File: config.mk
export PLATFORM = sky130hd
export DESIGN_NAME = seq_shift_multiplier
export DESIGN_NICKNAME = d
export VERILOG_FILES = /design/src/rtl/seq_shift_mul_pkg.sv /design/src/rtl/seq_shift_mul_shift.sv /design/src/rtl/seq_shift_multiplier.sv
export SDC_FILE = /design/constraint.sdc
export NUM_CORES = 1
export LEC_CHECK = 0
export BUFFER_PORTS_ARGS = -buffer_cell sky130_fd_sc_hd__buf_2
export CORE_MARGIN = 2
export CORE_UTILIZATION = 60
export CTS_BUF_LIST = sky130_fd_sc_hd__clkbuf_4
export DETAILED_ROUTE_END_ITERATION = 8
export GPL_TIMING_DRIVEN = 0
export HOLD_SLACK_MARGIN = 0.02
export MAX_ROUTING_LAYER = met4
export PLACE_DENSITY = 0.79
export SYNTH_ARGS = -nofsm -noshare
export SYNTH_HDL_FRONTEND = slang
export SYNTH_SLANG_ARGS = --single-unit
File: constraint.sdc
create_clock -name clk -period 3.4 [get_ports clk]
set_clock_uncertainty 0.15 [all_clocks]
set_input_delay 0.17 -clock clk [delete_from_list [all_inputs] [get_ports clk]]
set_output_delay 0.17 -clock clk [all_outputs]
set_load 0.01 [all_outputs]
File: src/rtl/seq_shift_mul_pkg.sv
// Shared types and constants for the sequential shift-and-add multiplier.
package seq_shift_mul_pkg;

    typedef enum logic [1:0] {
        IDLE = 2'd0,
        RUN  = 2'd1,
        DONE = 2'd2
    } state_t;

    localparam int DEFAULT_N     = 8;
    localparam int CNT_W_DEFAULT = $clog2(DEFAULT_N);

    // Step counter width for operand width n; it must hold n-1.
    function automatic int cnt_w(input int n);
        return (n < 2) ? 1 : $clog2(n);
    endfunction

endpackage

File: src/rtl/seq_shift_mul_shift.sv
// One-bit logical left shift with zero fill, used to advance the multiplicand.
module nbit_shift_left #(
    parameter int n = 16
) (
    input  logic [n-1:0] din,
    output logic [n-1:0] dout
);

    assign dout = {din[n-2:0], 1'b0};

endmodule

File: src/rtl/seq_shift_multiplier.sv
// Unsigned n x n sequential shift-and-add multiplier, one multiplier bit per clock.
// Optional macro SEQ_SHIFT_MUL_EARLY_EXIT_EN ends the run once the remaining multiplier bits are zero.
module seq_shift_multiplier
    import seq_shift_mul_pkg::*;
#(
    parameter int n = 8
) (
    input  logic           clk,
    input  logic           rst_n,
    input  logic           start,
    input  logic [n-1:0]   a,
    input  logic [n-1:0]   b,
    output logic           busy,
    output logic           done,
    output logic [2*n-1:0] product
);

    localparam int CW = cnt_w(n);

    state_t          state, state_nxt;
    logic [2*n-1:0]  acc, acc_sum;
    logic [2*n-1:0]  mcand, mcand_shl;
    logic [n-1:0]    mplier, mplier_shr;
    logic [CW-1:0]   count;
    logic            last_edge;

    nbit_shift_left #(.n(2*n)) u_mcand_shl (
        .din  (mcand),
        .dout (mcand_shl)
    );

    // Sum wraps at 2n bits; the true product always fits.
    assign acc_sum    = acc + (mplier[0] ? mcand : '0);
    assign mplier_shr = mplier >> 1;

`ifdef SEQ_SHIFT_MUL_EARLY_EXIT_EN
    assign last_edge = (count == CW'(n-1)) || (mplier_shr == '0);
`else
    assign last_edge = (count == CW'(n-1));
`endif

    always_ff @(posedge clk or negedge rst_n) begin
        if (!rst_n) state <= IDLE;
        else        state <= state_nxt;
    end

    always_comb begin
        state_nxt = state;
        case (state)
            IDLE:    if (start) state_nxt = RUN;
            RUN:     if (last_edge) state_nxt = DONE;
            DONE:    state_nxt = start ? RUN : IDLE;
            default: state_nxt = IDLE;
        endcase
    end

    assign busy = (state == RUN);
    assign done = (state == DONE);

    always_ff @(posedge clk or negedge rst_n) begin
        if (!rst_n) begin
            acc     <= '0;
            mcand   <= '0;
            mplier  <= '0;
            count   <= '0;
            product <= '0;
        end else begin
            case (state)
                IDLE, DONE: begin
                    if (start) begin
                        mcand  <= {{n{1'b0}}, a};
                        mplier <= b;
                        acc    <= '0;
                        count  <= '0;
                    end
                end
                RUN: begin
                    acc    <= acc_sum;
                    mcand  <= mcand_shl;
                    mplier <= mplier_shr;
                    count  <= count + CW'(1);
                    if (last_edge) product <= acc_sum;
                end
                default: ;
            endcase
        end
    end

endmodule

==> flow_metrics.env <==
export IMPL_io_buffers=36
export IMPL_hp_class="in2async"
export IMPL_rsz0062_at_grt="no"
export IMPL_cts_root_buffer="clkbuf_4"
export IMPL_die_area_um2=6270
export IMPL_drt_total_wl_mm=8.05
export IMPL_timing_final_crit_share_pct=91.5
export IMPL_track_usage_pct=29.2
export IMPL_drtPass1Iterations=7
export IMPL_synthArstFlopShare_pct=100
export IMPL_final_max_slew_violation_count=0
export IMPL_drt_drc_violations_left=0
export IMPL_hold_viol_final=0
export IMPL_final_layout_size_suffix_gt1_share_pct=19.4
export IMPL_io_pins=37
export IMPL_areaGrowthSynthToFinish_pct=17.7
export IMPL_gp_congestion=0.887
export IMPL_grt_pass1_vias=2739
export IMPL_synth_nets=376
export IMPL_core_area_um2=5470
export IMPL_grt_antenna_before_repair=0
export IMPL_worst_pin_slew_ns=0.752
export IMPL_ir_drop_mv=0.610
export IMPL_fin_setup_tns_ns=0
export IMPL_multi_input_area_um2=1740
export IMPL_slew_headroom_pct=49.9
export IMPL_synth_area_leaders="dfrtp_1 (45%), ha_1 (6.3%), nand2_1 (6.1%)"
export IMPL_p_leak_nw=1.92
export IMPL_numCtsBuffers=9
export IMPL_cp_data_arrival_time_ns=3.28
export IMPL_num_vias=2791
export IMPL_cp_start_kind="register"
export IMPL_syn_avg_cell_area_um2=10.0
export IMPL_yosysUniqueCellTypes=55
export IMPL_initial_utilization_pct=61.9
export IMPL_clk_latency_ns=0.43
export IMPL_htree_levels=3
export IMPL_nNetsFinal=440
export IMPL_first_iter_violations=210
export IMPL_netlist_instances=339
export IMPL_tritoncts="done"
export IMPL_post_cts_resized=0
export IMPL_yosysMostFrequentCell="dfrtp_1"
export IMPL_fp_dieH_um=79.2
export IMPL_grt_max_degree=62
export IMPL_ys_flop_type="dfrtp_1"
export IMPL_synthTopCellsByCount="dfrtp_1 (61), nand2_1 (55), o21ai_0 (35)"
export IMPL_maxCapViolCount=0
export IMPL_fp_dieW_um=79.2
export IMPL_num_fill_cells=419
export IMPL_setup_ws_ns=0.289
export IMPL_dp_hpwl_mm=5.43
export IMPL_crit_fanout=10
export IMPL_avgRoutedWirePerCell_um=16.8
export IMPL_ys_seq_area_share_pct=45.0
export IMPL_run_status="completed"
export IMPL_yosys_area_top_type="dfrtp_1"
export IMPL_rows=27
export IMPL_numClockSinks=61
export IMPL_vias_per_cell=5.81
export IMPL_crit_required_ns=3.57
export IMPL_fmax_mhz=321
export IMPL_crit_type="reg2reg"
export IMPL_seq_area_um2=1530
export IMPL_ys_warn_count=0
export IMPL_post_cts_buffers=0
export IMPL_ant_nets=0
export IMPL_grt_pass1_wl_mm=13.4
export IMPL_overflow=0
export IMPL_stdcell_count=480
export IMPL_holdWs_ns=0.193
export IMPL_critPathCaptureType="register"
export IMPL_hold_buffers=17
export IMPL_synth_edf_count=0
export IMPL_powerDensity_nw_per_um2=769
export IMPL_place_inst=447
export IMPL_place_ws_ns=0.342
export IMPL_synth_top_area_share_pct=45.0
export IMPL_period_needed_ns=3.11
export IMPL_ys_seq_elements=61
export IMPL_diodes=0
export IMPL_clockBufferDepth=2
export IMPL_clkTransAtPathRegs_ns=0.12
export IMPL_synth_cell_area_um2=3390
export IMPL_finalSetupViolCount=0
cells by family after synthesis:
group	after synthesis	share of synthesized area, %
xor gates and xnor gates	10	2.99
muxes	19	5.83
adders and majority gates	18	6.87
and+or+nand+nor	111	16.6
AOI/OAI and AO/OA	94	19.1
buffers and inverters	26	3.58
DFF	61	45.0
critical path, cell delays in order (launching register included):
cell      delay (ns)
dfrtp_1         0.54
clkbuf_1        0.32
and2_1          0.21
ha_1            0.25
buf_6           0.14
a21oi_4         0.22
o21a_4          0.18
o211ai_4        0.09
nor3_4          0.24
xnor3_1         0.37
mux2_4          0.26
final timing paths:
| kind | from | to | slack (ns) | cells past startpoint |
|---|---|---|---|---|
| worst max-delay path | mplier[0] | product[15] | 0.29 | 10 |
| worst min-delay path | rst_n | mcand[2] | 0.19 | 2 |
| worst max register to register | mplier[0] | product[15] | 0.29 | 10 |
| worst min register to register | product[10] | product[10] | 0.33 | 2 |
| max in group asynchronous | rst_n | mcand[13] | 2.40 | 2 |
| min in group clk | product[10] | product[10] | 0.33 | 2 |
sequential cells by signal, indices dropped and copies added (netlist names):
signal	count
acc	16
mcand	16
product	16
mplier	8
count	3
state	2
power breakdown:
group / switching [mW] / internal [mW] / total (mW)
Sequential: 0.181 / 1.00 / 1.18
Clock: 0.289 / 0.294 / 0.583
Combinational: 0.773 / 0.530 / 1.30
Total: 1.24 / 1.83 / 3.07
layer usage:
layer	track usage [%]	routed length [um]
met5	-	0
met3	6.25	485
met4	12.2	179
met2	46.8	3850
met1	36.1	3540
final cells by class:
| cell class | count | area share [%] |
|---|---|---|
| multi-input cells | 252 | 43.7 |
| plain buffers | 21 | 2.57 |
| clock inverters | 7 | 2.26 |
| inverters | 5 | 0.470 |
| repair buffers | 53 | 8.84 |
| clock buffers | 9 | 1.69 |
| flip-flops and latches | 61 | 38.3 |
| well taps | 72 | 2.26 |
layout by cell type, fill, tap and decap left out, types with 7 or more instances in the layout:
master	count
o21ai_1	7
mux2i_1	16
ha_1	17
nand3_1	7
clkbuf_4	9
clkbuf_1	13
dfrtp_1	61
a22o_1	14
dlygate4sd3_1	17
nand2_1	55
buf_2	39
o21ai_0	35
a21oi_1	10
and2_1	16
stage by stage:
stage / instance area [um2] / total power, mW / utilization [%]
after floorplan: 3390 / 2.06 / -
after global placement: 3660 / 2.41 / 66.9
after detailed placement: 3660 / 2.47 / 66.9
after CTS: 3990 / 3.06 / 72.9
after global routing: 3990 / 3.28 / 72.9
final: 3990 / 3.07 / 72.9
Power figures use the tool's default switching activity.
